## config.mk

```make
export PLATFORM = sky130hd
export DESIGN_NAME = serial_frame_rx
export DESIGN_NICKNAME = d
export VERILOG_FILES = /design/src/rtl/serial_frame_rx.sv
export SDC_FILE = /design/constraint.sdc
export NUM_CORES = 1
export LEC_CHECK = 0
export ABC_AREA = 1
export ABC_CLOCK_PERIOD_IN_PS = 2900
export CORE_MARGIN = 2
export CORE_UTILIZATION = 30
export DETAILED_ROUTE_END_ITERATION = 8
export GPL_ROUTABILITY_DRIVEN = 0
export GPL_TIMING_DRIVEN = 0
export PLACE_DENSITY = 0.54
export SLEW_MARGIN = 20
export SYNTH_ARGS = -nofsm -noshare
export SYNTH_HDL_FRONTEND = slang
export SYNTH_SLANG_ARGS = --single-unit
export TNS_END_PERCENT = 10
```

## constraint.sdc

```tcl
create_clock -name clk -period 2.9 [get_ports clk]
set_input_delay 0.29 -clock clk [delete_from_list [all_inputs] [get_ports clk]]
set_output_delay 0.29 -clock clk [all_outputs]
set_load 0.01 [all_outputs]
```

## src/rtl/serial_frame_rx.sv

```systemverilog
`default_nettype none
// ============================================================================
// Module      : serial_frame_rx
// Description : Serial frame receiver. Hunts for SYNC_WORD on a strobed bit
//               stream, deserializes the next DATA_W bits MSB-first and
//               queues each byte in a 2-entry FIFO behind valid/ready.
//               Define PARITY_CHECK_EN to append and check an even-parity bit.
// Revision    : 1.0 - initial release
// ============================================================================
module serial_frame_rx #(
    parameter logic [7:0] SYNC_WORD = 8'hA5,
    parameter int         DATA_W    = 8
) (
    input  logic              clk,
    input  logic              rst,
    input  logic              bit_en,
    input  logic              sdin,
    output logic [DATA_W-1:0] out_data,
    output logic              out_valid,
    input  logic              out_ready,
    output logic              sync_lock,
    output logic              frame_err,
    output logic              overflow
);

    localparam int                 c_CNT_W    = (DATA_W > 1) ? $clog2(DATA_W) : 1;
    localparam logic [c_CNT_W-1:0] c_CNT_LAST = c_CNT_W'(DATA_W - 1);
    localparam logic [c_CNT_W-1:0] c_CNT_ONE  = c_CNT_W'(1);

    localparam logic [1:0] c_ST_HUNT   = 2'd0;
    localparam logic [1:0] c_ST_DATA   = 2'd1;
`ifdef PARITY_CHECK_EN
    localparam logic [1:0] c_ST_PARITY = 2'd2;
`endif

    localparam logic [1:0] c_FIFO_EMPTY = 2'd0;
    localparam logic [1:0] c_FIFO_FULL  = 2'd2;

    logic [1:0]         r_state;
    logic [1:0]         w_state_next;

    // The oldest sync bit never takes part in the match, so only 7 are kept.
    logic [6:0]         r_sync;
    logic [DATA_W-1:0]  r_data;
    logic [c_CNT_W-1:0] r_bit_cnt;

    logic [7:0]         w_sync_shift;
    logic               w_sync_hit;
    logic [DATA_W-1:0]  w_data_shift;
    logic               w_last_bit;

    logic               w_push_req;
    logic [DATA_W-1:0]  w_push_data;
`ifdef PARITY_CHECK_EN
    logic               w_par_fail;
    logic               r_frame_err;
`else
    logic               w_unused_data_msb;
`endif

    logic [DATA_W-1:0]  r_head;
    logic [DATA_W-1:0]  r_tail;
    logic [1:0]         r_count;
    logic               w_pop;
    logic               w_push;
    logic               w_drop;
    logic               r_overflow;

    assign w_sync_shift = {r_sync, sdin};
    assign w_sync_hit   = (w_sync_shift == SYNC_WORD);
    assign w_data_shift = {r_data[DATA_W-2:0], sdin};
    assign w_last_bit   = (r_bit_cnt == c_CNT_LAST);

    // ------------------------------------------------------------------
    // FSM: state register
    // ------------------------------------------------------------------
    always_ff @(posedge clk) begin
        if (rst) begin
            r_state <= c_ST_HUNT;
        end else begin
            r_state <= w_state_next;
        end
    end

    // ------------------------------------------------------------------
    // FSM: next-state logic
    // ------------------------------------------------------------------
    always_comb begin
        w_state_next = r_state;
        if (bit_en) begin
            case (r_state)
                c_ST_HUNT: begin
                    if (w_sync_hit) begin
                        w_state_next = c_ST_DATA;
                    end
                end
                c_ST_DATA: begin
                    if (w_last_bit) begin
`ifdef PARITY_CHECK_EN
                        w_state_next = c_ST_PARITY;
`else
                        w_state_next = c_ST_HUNT;
`endif
                    end
                end
                default: begin
                    w_state_next = c_ST_HUNT;
                end
            endcase
        end
    end

    // ------------------------------------------------------------------
    // FSM: output decode
    // ------------------------------------------------------------------
    always_comb begin
        sync_lock  = (r_state != c_ST_HUNT);
        w_push_req = 1'b0;
`ifdef PARITY_CHECK_EN
        w_push_data = r_data;
        w_par_fail  = 1'b0;
`else
        w_push_data = w_data_shift;
`endif
        if (bit_en) begin
            case (r_state)
`ifdef PARITY_CHECK_EN
                c_ST_PARITY: begin
                    // Even parity: data bits plus parity bit must XOR to zero.
                    if (^{r_data, sdin}) begin
                        w_par_fail = 1'b1;
                    end else begin
                        w_push_req = 1'b1;
                    end
                end
`else
                c_ST_DATA: begin
                    if (w_last_bit) begin
                        w_push_req = 1'b1;
                    end
                end
`endif
                default: begin
                end
            endcase
        end
    end

    // ------------------------------------------------------------------
    // Serial shift registers and bit counter
    // ------------------------------------------------------------------
    always_ff @(posedge clk) begin
        if (rst) begin
            r_sync    <= '0;
            r_data    <= '0;
            r_bit_cnt <= '0;
        end else if (bit_en) begin
            case (r_state)
                c_ST_HUNT: begin
                    if (w_sync_hit) begin
                        // Clearing here forces a completely fresh sync word per frame.
                        r_sync    <= '0;
                        r_data    <= '0;
                        r_bit_cnt <= '0;
                    end else begin
                        r_sync <= w_sync_shift[6:0];
                    end
                end
                c_ST_DATA: begin
                    r_data    <= w_data_shift;
                    r_bit_cnt <= w_last_bit ? '0 : r_bit_cnt + c_CNT_ONE;
                end
                default: begin
                end
            endcase
        end
    end

    // ------------------------------------------------------------------
    // 2-entry output FIFO (head/tail registers)
    // ------------------------------------------------------------------
    assign out_valid = (r_count != c_FIFO_EMPTY);
    assign out_data  = r_head;
    assign w_pop     = out_valid && out_ready;
    assign w_push    = w_push_req && ((r_count != c_FIFO_FULL) || w_pop);
    assign w_drop    = w_push_req && (r_count == c_FIFO_FULL) && !w_pop;

    always_ff @(posedge clk) begin
        if (rst) begin
            r_head  <= '0;
            r_tail  <= '0;
            r_count <= c_FIFO_EMPTY;
        end else begin
            case ({w_push, w_pop})
                2'b10: begin
                    if (r_count == c_FIFO_EMPTY) begin
                        r_head <= w_push_data;
                    end else begin
                        r_tail <= w_push_data;
                    end
                    r_count <= r_count + 2'd1;
                end
                2'b01: begin
                    // Draining the last entry leaves the head untouched.
                    if (r_count == c_FIFO_FULL) begin
                        r_head <= r_tail;
                    end
                    r_count <= r_count - 2'd1;
                end
                2'b11: begin
                    if (r_count == c_FIFO_FULL) begin
                        r_head <= r_tail;
                        r_tail <= w_push_data;
                    end else begin
                        r_head <= w_push_data;
                    end
                end
                default: begin
                end
            endcase
        end
    end

    // ------------------------------------------------------------------
    // Status pulses
    // ------------------------------------------------------------------
    always_ff @(posedge clk) begin
        if (rst) begin
            r_overflow <= 1'b0;
        end else begin
            r_overflow <= w_drop;
        end
    end
    assign overflow = r_overflow;

`ifdef PARITY_CHECK_EN
    always_ff @(posedge clk) begin
        if (rst) begin
            r_frame_err <= 1'b0;
        end else begin
            r_frame_err <= w_par_fail;
        end
    end
    assign frame_err = r_frame_err;
`else
    assign frame_err         = 1'b0;
    assign w_unused_data_msb = r_data[DATA_W-1];
`endif

endmodule
`default_nettype wire

```

[After elaboration in Yosys (flattened, before gate mapping)]
Cells that the tools add are included.
Cells by class
  eq/ne operators: 14
  muxes and demuxes: 20
  reduce and logical (&&, ||, !) cells: 19
  add/subtract/negate cells: 3
Operators by type and width (number)
  $mux W8: 5
  $pmux W8 S3: 1
  $pmux W8 S2: 1
  $mux W7: 2
  $ne A2 B2 Y1 const B: 7
  $pmux W7 S2: 1
  $reduce_and A3 Y1: 4
  $reduce_bool A2 Y1: 5
  $eq A8 B8 Y1 const B: 1
  $pmux W2 S2: 2
  $eq A2 B2 Y1 const B: 3
  $mux W3: 2
  $pmux W3 S2: 1
  $eq A2 B1 Y1 const B: 2
  $logic_and A1 B1 Y1: 4
  $logic_not A2 Y1: 2
  $mux W2: 2
  $add A3 B1 Y3 const B: 1
  $eq A3 B3 Y1 const B: 1
  $mux W1: 3
  $reduce_bool A3 Y1: 1
  $add A2 B1 Y2 const B: 1
  $reduce_and A2 Y1: 1
  $sub A2 B1 Y2 const B: 1
  2 further kinds: 2
Word-level totals
  output and inout bits: 12
  register bits after elaboration: 38

[Longest topological paths before layout]
Gate-level depths: netlist of the first run.
  word-level depth: 8
  gate-level depth with buffers: 10
  mapped depth without buffers: 10

[Worst setup path after synthesis of the first run]
OpenSTA, ideal clock, no wires.
  path kind: register to register
  from: reg r_bit_cnt[0]
  to: reg r_tail[0]
  clock period less this slack: 1.479 ns
  arrival time: 1.367 ns
  path slack: 1.421 ns
  cell stages (with the launch flop): 10
  cell sequence: dfxtp_1 ha_1 ha_1 inv_2 nor2_8 nand3_4 inv_2 a21oi_2 nor2_1 nor2_1
Between the ends
  longest elaborated chain between the ends: 8
  elaborated cells on any way between the ends: 12
  those cells by class: eq/ne: 5; mux: 4; reduce/logical: 3
RTL lines
  start, declared: RTL line 45  | logic [c_CNT_W-1:0] r_bit_cnt;
  start signal, assigned: RTL line 171  | r_bit_cnt <= w_last_bit ? '0 : r_bit_cnt + c_CNT_ONE;
  $eq A3 B3 Y1 (*): RTL line 72  | assign w_last_bit = (r_bit_cnt == c_CNT_LAST);
  $mux W1 (*): RTL line 138  | if (w_last_bit) begin
  $mux W1 (*): RTL line 126  | case (r_state)
  $mux W1 (*): RTL line 125  | if (bit_en) begin
  $logic_and A1 B1 Y1 (*): RTL line 185  | assign w_push = w_push_req && ((r_count != c_FIFO_FULL) || w_pop);
  $eq A2 B2 Y1: RTL line 194  | case ({w_push, w_pop})
  $ne A2 B2 Y1 (no source line) / $reduce_bool A2 Y1 (equally long branches)
  $reduce_and A3 Y1 (no source line)
  end signal, assigned: RTL line 199  | r_tail <= w_push_data;
  end signal, assigned: RTL line 213  | r_tail <= w_push_data;
  end, declared: RTL line 62  | logic [DATA_W-1:0] r_tail;
Every way passes the cells marked *; elsewhere a longest branch is shown, timed or not.
A chain may end at the register's enable or synchronous reset.

[Worst setup path in the final report of the first run]
  from: reg r_bit_cnt[0]
  to: reg r_tail[3]
The elaborated chain is that of the path after synthesis.

==> out/metrics.yaml, run 1 <==
clock-root-buffer: "clkbuf_8"
synth_largest_area_cell: "dfxtp_1"
ir_drop_mv: 0.1710
critPathArrivalTime_ps: 1960
tightest_slew_ps: 514.2
reg2reg_slack_ps: 1170
r2r-end: "r_tail[3]"
wl_per_cell_um: 10.28
synth_top_cell_area_share_pct: 41.63
synth_warnings: 0
yosys-top-cells-area: "dfxtp_1 (42%), nand2_1 (14%), a21oi_1 (7.9%)"
clock_path_buffers: 2
drive_gt1_share_pct: 11.76
drt-initial-drc-count: 84
syn2layout_area_growth_pct: 19.90
finalCritPeriodShare_pct: 59.81
hold_buffers: 0
reg2reg_depth: 9
status: "finished clean"
grt_pass1_vias: 1356
wl_met3_um: 123
vias_per_cell: 4.303
drv_slew: 0
insertedDiodeCount: 0
min_path_cells: 3
yosysUniqueCellTypes: 27
skew_ps: 5.083
cts_made_buffers: 5
cts_sinks: 37
nNetsFinal: 278
fmax_mhz: 576.6
yosys_register_bits: 37
coreArea_mm2: 0.005816
fin_setup_tns_ps: 0
drv_cap: 0
hold_viol: 0
grt_setup_unrepaired: "false"
grt_usage_pct: 12.45
synth_nets: 257
start_util_pct: 30.59
leakage_nw: 0.9606
worstPathMaxFanout: 10
fp-row-count: 28
clk_latency_ps: 290
seqCellArea_um2: 740.7
period_needed_ps: 1734
wirelength_um: 3568
r2r_start: "r_bit_cnt[0]"
dpl.hpwl_um: 2554
min_to: "r_sync[0]"
dieHeight_um: 81.01
grt_pass1_wl_um: 6272
worstSetupPathType: "flop to flop"
wl_met1_um: 1778
drc: 0
die_w_um: 81.01
critPathLaunchType: "flop"
synth.cell_area_mm2: 0.001779
top_layer_used: "met4"
setup_violations: 0
ant_nets: 0
nFillCells: 636
cp-end-kind: "flop"
cts_tree: "yes"
min_from: "bit_en"
cts_setup_buffers: 0
hold_class: "input pin to flop"
antenna_found_initial: 0
total_power_w: 0.001029
syn-mean-instance-area_um2: 7.117
clkTransAtPathRegs_ps: 80
num_io_pins: 17
multi_input_area_um2: 837.1
cp.required_ps: 3130
cts-resized-gates: 0
synth_seq_area_share_pct: 41.63
relSlewSlack_pct: 65.72
dr.pass1.iters: 4
grt_overflow: 0
wl_met2_um: 1632
ctsHtreeMaxLevel: 2
grt_max_degree: 13
vias: 1493
powerDensity_mw_per_mm2: 482.6
io_buffers: 14
syn_inst: 250
dieArea_mm2: 0.006563
report_power, final:
part | switching [W] | internal, W
sequential | 0.00000284 | 0.000514
combinational | 0.0000250 | 0.0000136
clock | 0.000195 | 0.000280
total | 0.000222 | 0.000807
registers in the layout (all words and copies together) (netlist names):
name / flops
r_sync: 7
r_data: 7
r_bit_cnt: 3
overflow: 1
out_data: 8
r_state: 1
r_tail: 8
r_count: 2
layout make-up:
class	count	share of cell area, %
buffer	6	1.994
sequential	37	34.72
clock buffer	6	3.871
clock inverter	2	1.760
tap	75	4.399
multi-input combinational	166	39.24
timing repair buffer	14	6.569
inverter	41	7.449
cells in the mapped netlist, drive strengths merged:
master and count:
a21oi 30, buf 4, clkbuf 2, clkinv 1
conb 1, dfxtp 37, ha 2, inv 40
nand2 72, nand3 21, nand4 1, nor2 30
nor4 1, o211ai 2, o21ai 4, o22ai 1
o31ai 1
routing by layer:
| layer | up-vias | global-route usage (%) |
|---|---|---|
| met2 | 26 | 20.25 |
| met3 | 2 | 3.333 |
| met4 | 0 | 5.085 |
| met5 | - | 0 |
| met1 | 645 | 15.58 |
| li1 | 820 | - |
cells by family after synthesis:
family	Yosys count	synth area share, %
and+or+nand+nor	125	32.63
DFF	37	41.63
buffers and inverters	47	11.32
adders and majority gates	2	1.406
AOI/OAI and AO/OA	38	12.80
other	1	0.2108
stage by stage:
stage / setup slack [ps] / cells / hold slack [ps] / utilization [%] / instance area, µm²
3_3_place_gp: 1020 / 339 / 457.9 / 34.62 / 2013
6_report: 1166 / 347 / 296.7 / 36.68 / 2133
3_5_place_dp: 1014 / 339 / 462.8 / 34.62 / 2013
4_1_cts: 1148 / 347 / 292.2 / 36.68 / 2133
5_1_grt: 1033 / 347 / 304.7 / 36.68 / 2133
2_1_floorplan: 1421 / 250 / 367.8 / - / 1779
cell usage in the layout, fill, tap and decap left out:
| cell | count |
|---|---|
| o21ai_0 | 4 |
| o22ai_4 | 1 |
| clkbuf_1 | 2 |
| buf_2 | 1 |
| clkdlybuf4s50_1 | 14 |
| clkbuf_8 | 6 |
| nand2_1 | 66 |
| buf_4 | 1 |
| nor4_1 | 1 |
| nor2_8 | 2 |
| bufinv_16 | 1 |
| clkinv_4 | 1 |
| a21oi_4 | 1 |
| a21oi_1 | 28 |
| clkinvlp_4 | 1 |
| nand2_4 | 3 |
| o211ai_1 | 2 |
| buf_6 | 2 |
| nand3_4 | 1 |
| dfxtp_1 | 37 |
| inv_2 | 5 |
| nand2_2 | 3 |
| conb_1 | 1 |
| nand3_1 | 20 |
| a21oi_2 | 1 |
| o31ai_1 | 1 |
| nor2_1 | 26 |
| inv_1 | 35 |
| ha_1 | 2 |
| nand4_1 | 1 |
| nor2_2 | 2 |
worst max-delay path, cell delays in order (launching register included):
cell     delay (ps)
dfxtp_1         330
ha_1            200
ha_1            240
inv_2           130
nor2_8           70
nand3_4         120
inv_2            60
a21oi_2         340
nor2_1           80
nor2_1           90
how the worst max path moves through the flow:
stage,start,end,cells past startpoint
5_1_grt,r_bit_cnt[0],r_tail[3],9
6_report,r_bit_cnt[0],r_tail[3],9
4_1_cts,r_count[0],out_valid,4
3_5_place_dp,sdin,r_data[1],8
2_1_floorplan,r_bit_cnt[0],r_tail[0],9
3_3_place_gp,sdin,r_bit_cnt[1],8
Note: power is estimated with default switching activity, not from simulation.
==> run 2, diff against run 1 <==
Settings changed: ABC_CLOCK_PERIOD_IN_PS 2900 to 1700.
Clock period 2.9 ns to 1.7 ns, I/O delays scaled along.
==> run 2 against run 1 <==
  * Sequential power up 71%
  * Core utilization up 0.69 points
  * Register-to-register slack worse by 1100 ps
  * Flip-flop and latch count unchanged
  * Die area unchanged
  * Clock-buffer cell count unchanged
  * Critical path type unchanged
==> out/metrics.yaml, run 2 (synthesized netlist as in run 1, its figures left out) <==
powerDensity_mw_per_mm2: 810.9  # was 482.6 mW/mm²
relSlewSlack_pct: 66.32  # was 65.72%
dieHeight_um: 81.01  # unchanged
coreArea_mm2: 0.005816  # unchanged
hold_class: "input pin to flop"  # unchanged
antenna_found_initial: 0  # unchanged
slowest_stage: "dfxtp_1"  # was a21oi_2
critPathMaxStageDelay_ps: 330  # was 340 ps
cp_cell_sequence: "ha_1 -> ha_4 -> inv_4 -> nor2_8 -> buf_4 -> a21oi_4 -> nand2_1 -> nand3_1 -> nand2_1 -> inv_1"  # was ha_1 -> ha_1 -> inv_2 -> nor2_8 -> nand3_4 -> inv_2 -> a21oi_2 -> nor2_1 -> nor2_1
wirelength_um: 3640  # was 3568 µm
fmax_mhz: 619.2  # was 576.6 MHz
dr.pass1.iters: 4  # unchanged
cts_sinks: 37  # unchanged
cts_made_buffers: 5  # unchanged
final_cell_mix: "nand2_1 (66), dfxtp_1 (37), inv_1 (35)"  # unchanged
critPathArrivalTime_ps: 1860  # was 1960 ps
die_w_um: 81.01  # unchanged
grt_pass1_vias: 1360  # was 1356
grt_usage_pct: 12.47  # was 12.45%
use_met1_pct: 15.58  # unchanged
period_needed_ps: 1615  # was 1734 ps
place_inst: 339  # unchanged
drv_slew: 0  # unchanged
final_common_cell: "nand2_1"  # unchanged
dpl.hpwl_um: 2554  # unchanged
clk_latency_ps: 290  # about the same
leakage_nw: 0.9703  # was 0.9606 nW
layout_setup_ws_ps: 84.91  # was 1166 ps
cp_common_cell: "nand2_1"
drive_gt1_share_pct: 12.77  # was 11.76%
hold_viol: 0  # unchanged
skew_ps: 3.388  # was 5.083 ps
finalCritPeriodShare_pct: 95.01  # was 59.81%
num_io_pins: 17  # unchanged
hold_buffers: 0  # unchanged
fp-row-count: 28  # unchanged
total_power_w: 0.001762  # was 0.001029 W
vias: 1524  # was 1493
tightest_slew_ps: 505.2  # was 514.2 ps
cp.required_ps: 1950  # was 3130 ps
clock_path_buffers: 2  # unchanged
grt_max_degree: 13  # unchanged
setup_violations: 0  # unchanged
worstPathMaxFanout: 8  # was 10
dieArea_mm2: 0.006563  # unchanged
met3_usage_pct: 3.333  # unchanged
ir_drop_mv: 0.2938  # was 0.1710 mV
min_path_cells: 3  # unchanged
critPathLaunchType: "flop"  # unchanged
worstSetupPathType: "flop to flop"  # unchanged
drv_cap: 0  # unchanged
ant_nets: 0  # unchanged
nNetsFinal: 280  # was 278
grt.busiest_layer: "met2"  # unchanged
grt_overflow: 0  # unchanged
nFillCells: 633  # was 636
grt_pass1_wl_um: 6279  # was 6272 µm
clkTransAtPathRegs_ps: 80  # about the same
cp-end-kind: "flop"  # unchanged
insertedDiodeCount: 0  # unchanged
reg2reg_depth: 10  # was 9
place_ws_ps: -66.05  # was 1014 ps
clock-root-buffer: "clkbuf_8"  # unchanged
vias_per_cell: 4.367  # was 4.303
ctsHtreeMaxLevel: 2  # unchanged
drc: 0  # unchanged
start_util_pct: 30.59  # unchanged
drt-initial-drc-count: 60  # was 84
syn2layout_area_growth_pct: 22.15  # was 19.90%
status: "finished clean"  # unchanged
wl_per_cell_um: 10.43  # was 10.28 µm
instances_no_fill: 349  # was 347
grtUsageMet2_pct: 20.17  # was 20.25%
cts_tree: "yes"  # unchanged
io_buffers: 14  # unchanged
## run 2: cell count changes in the layout (fill, tap and decap cells not counted)
cell / delta
buf_4: +2
inv_2: -2
inv_4: +2
a21oi_2: -1
a21oi_4: +1
ha_1: -1
ha_4: +1
## run 2: routing by layer
metal / up-vias / wire, µm / part of all wire, %
met5: - / 0 / 0
met4: 0 / 72 / 2.0
met3: 6 / 117 / 3.2
met2: 30 / 1636 / 45
met1: 665 / 1813 / 50
li1: 823 / - / -
## run 2: worst max-delay path, delay by kind of cell (launching register included)
| kind | cells | cell delay [ps] |
|---|---|---|
| AO/OA/AOI/OAI | 1 | 250 |
| adder cells (fa/ha/maj) | 2 | 420 |
| buffers and inverters | 3 | 270 |
| flip-flops | 1 | 330 |
| AND/OR/NAND/NOR | 4 | 280 |
## run 2: timing repair
action / 4_1_cts / 5_1_grt
gates resized for setup: 2 / 3
pin swaps: 0 / 4
setup buffers: 0 / 2
endpoints found under the hold margin: 0 / 0
setup endpoints to repair: 8 / 16
## run 2: final timing paths
kind                startpoint     endpoint  slack [ps]
setup / recovery  r_bit_cnt[0]  out_data[0]          80
hold reg to reg      r_sync[0]    r_sync[0]         470
hold / removal          bit_en    r_sync[0]         170
setup reg to reg  r_bit_cnt[0]  out_data[0]          80
## run 2: layout make-up
class / instances / area (µm²) / area share (%)
plain buffers: 6 / 42.54 / 1.957
clock inverters: 2 / 37.54 / 1.727
inverters: 41 / 163.9 / 7.542
clock buffers: 6 / 82.58 / 3.800
well taps: 75 / 93.84 / 4.318
flip-flops and latches: 37 / 740.7 / 34.08
repair buffers: 16 / 155.1 / 7.139
multi-input cells: 166 / 857.1 / 39.44
## run 2: stage by stage
stage / TNS (ps) / utilization (%) / hold WS, ps / instance area [µm²]
floorplan: 0 / - / 247.8 / 1779
detailed placement: -567.1 / 34.62 / 462.8 / 2013
CTS: 0 / 36.85 / 172.2 / 2143
global route: -34.38 / 37.37 / 184.7 / 2173
global placement: -523.1 / 34.62 / 457.9 / 2013
finish: 0 / 37.37 / 171.4 / 2173
## run 2: where the power goes
group          internal [W]  switching [W]  leakage [nW]  total [W]
Sequential         0.000876     0.00000497         0.299   0.000881
Combinational     0.0000234      0.0000428         0.614  0.0000662
Clock              0.000477       0.000338        0.0574   0.000815
==> run 3, diff against run 2 <==
Settings changed: GPL_ROUTABILITY_DRIVEN 0 to not set, SKIP_CTS_REPAIR_TIMING set to 1.
==> run 3 against run 2 <==
  * Global-route usage hardly changed
  * Die area stayed put
  * Routed wire length is 0.11% lower
  * Sequential share of layout area stayed put
  * Register-to-register slack hardly changed
  * Maximum frequency is 0.14% higher
  * Clock power is 0.6% lower
  * Critical endpoint unchanged
  * Largest power group unchanged
  * Highest routed layer unchanged
==> out/metrics.yaml, run 3 (synthesized netlist as in run 1, its figures left out) <==
nNetsFinal: 280  # unchanged
clkTransAtPathRegs_ps: 80  # about the same
leakage_nw: 0.9703  # unchanged
drv_cap: 0  # unchanged
critPathArrivalTime_ps: 1850  # was 1860 ps
period_needed_ps: 1613  # was 1615 ps
drc: 0  # unchanged
dieHeight_um: 81.01  # unchanged
wl_per_cell_um: 10.42  # was 10.43 µm
coreArea_mm2: 0.005816  # unchanged
drive_gt1_share_pct: 12.77  # unchanged
syn2layout_area_growth_pct: 22.15  # unchanged
fin_setup_tns_ps: 0  # unchanged
cts_sinks: 37  # unchanged
clk_latency_ps: 290  # about the same
relSlewSlack_pct: 66.36  # was 66.32%
hold_viol: 0  # unchanged
grt_overflow: 0  # unchanged
dpl.hpwl_um: 2554  # unchanged
fmax_mhz: 620.0  # was 619.2 MHz
nFillCells: 633  # unchanged
worstPathMaxFanout: 8  # unchanged
insertedDiodeCount: 0  # unchanged
grt_max_degree: 13  # unchanged
hold_class: "input pin to flop"  # unchanged
globalplace.congestion: 0.7669
grt_pass1_vias: 1356  # was 1360
io_buffers: 14  # unchanged
dieArea_mm2: 0.006563  # unchanged
num_io_pins: 17  # unchanged
worstSetupPathType: "flop to flop"  # unchanged
ir_drop_mv: 0.2940  # was 0.2938 mV
status: "finished clean"  # unchanged
final_common_cell: "nand2_1"  # unchanged
vias: 1518  # was 1524
grt_pass1_wl_um: 6272  # was 6279 µm
die_w_um: 81.01  # unchanged
clock_path_buffers: 2  # unchanged
skew_ps: 2.019  # was 3.388 ps
instances_no_fill: 349  # unchanged
dr.pass1.iters: 4  # unchanged
ctsHtreeMaxLevel: 2  # unchanged
finalCritPeriodShare_pct: 94.87  # was 95.01%
critPathLaunchType: "flop"  # unchanged
tightest_slew_ps: 504.6  # was 505.2 ps
grt_usage_pct: 12.45  # was 12.47%
place_inst: 339  # unchanged
powerDensity_mw_per_mm2: 808.5  # was 810.9 mW/mm²
cts_made_buffers: 5  # unchanged
start_util_pct: 30.59  # unchanged
drv_slew: 0  # unchanged
wirelength_um: 3636  # was 3640 µm
fin_util_pct: 37.37  # unchanged
ant_nets: 0  # unchanged
drt-initial-drc-count: 59  # was 60
setup_violations: 0  # unchanged
fp-row-count: 28  # unchanged
reg2reg_slack_ps: 90  # was 80 ps
final_cell_mix: "nand2_1 (66), dfxtp_1 (37), inv_1 (35)"  # unchanged
cp.required_ps: 1940  # was 1950 ps
cp-end-kind: "flop"  # unchanged
cts_tree: "yes"  # unchanged
antenna_found_initial: 0  # unchanged
vias_per_cell: 4.350  # was 4.367
clock-root-buffer: "clkbuf_8"  # unchanged
[run 3: cell counts in the layout (fill, tap and decap cells not counted)]
Identical to the previous run, type by type.
[run 3: stage by stage]
stage	setup WS (ps)	total power [W]	hold slack [ps]	area [µm²]
finish	87.20	0.001757	177.8	2173
detailed placement	-66.05	0.0009685	462.8	2013
global placement	-59.52	0.0009679	457.9	2013
global route	-14.63	0.001830	184.7	2173
CTS	-38.30	0.001784	172.2	2133
floorplan	221.0	0.0009438	247.8	1779
[run 3: power breakdown]
| part | internal (W) | switching (W) |
|---|---|---|
| combinational | 0.0000234 | 0.0000428 |
| sequential | 0.000876 | 0.00000497 |
| clock | 0.000477 | 0.000333 |
[run 3: area by class of cell]
cell class	instances	area [µm²]	area share, %
buffer	6	42.54	1.957
clock buffer	6	82.58	3.800
clock inverter	2	37.54	1.727
inverter	41	163.9	7.542
multi-input combinational	166	857.1	39.44
sequential	37	740.7	34.08
tap	75	93.84	4.318
timing repair buffer	16	155.1	7.139
[run 3: critical path: stages (launching register included)]
cell	delay, ps
dfxtp_1	330
ha_1	230
ha_4	190
inv_4	80
nor2_8	50
buf_4	140
a21oi_4	250
nand2_1	80
nand3_1	100
nand2_1	50
inv_1	50
[run 3: layer usage]
layer	share of wire [%]	wire length [µm]	vias up	global-route usage, %
li1	-	-	825	-
met2	46	1684	26	20.25
met1	50	1811	665	15.58
met3	2.9	106	2	3.333
met5	0	0	-	0
met4	0.91	33	0	5.085
[run 3: worst paths after layout]
check	start	endpoint	cells past startpoint
hold / removal	bit_en	r_sync[0]	3
hold reg to reg	r_sync[0]	r_sync[0]	2
setup / recovery	r_bit_cnt[0]	out_data[0]	10
setup reg to reg	r_bit_cnt[0]	out_data[0]	10
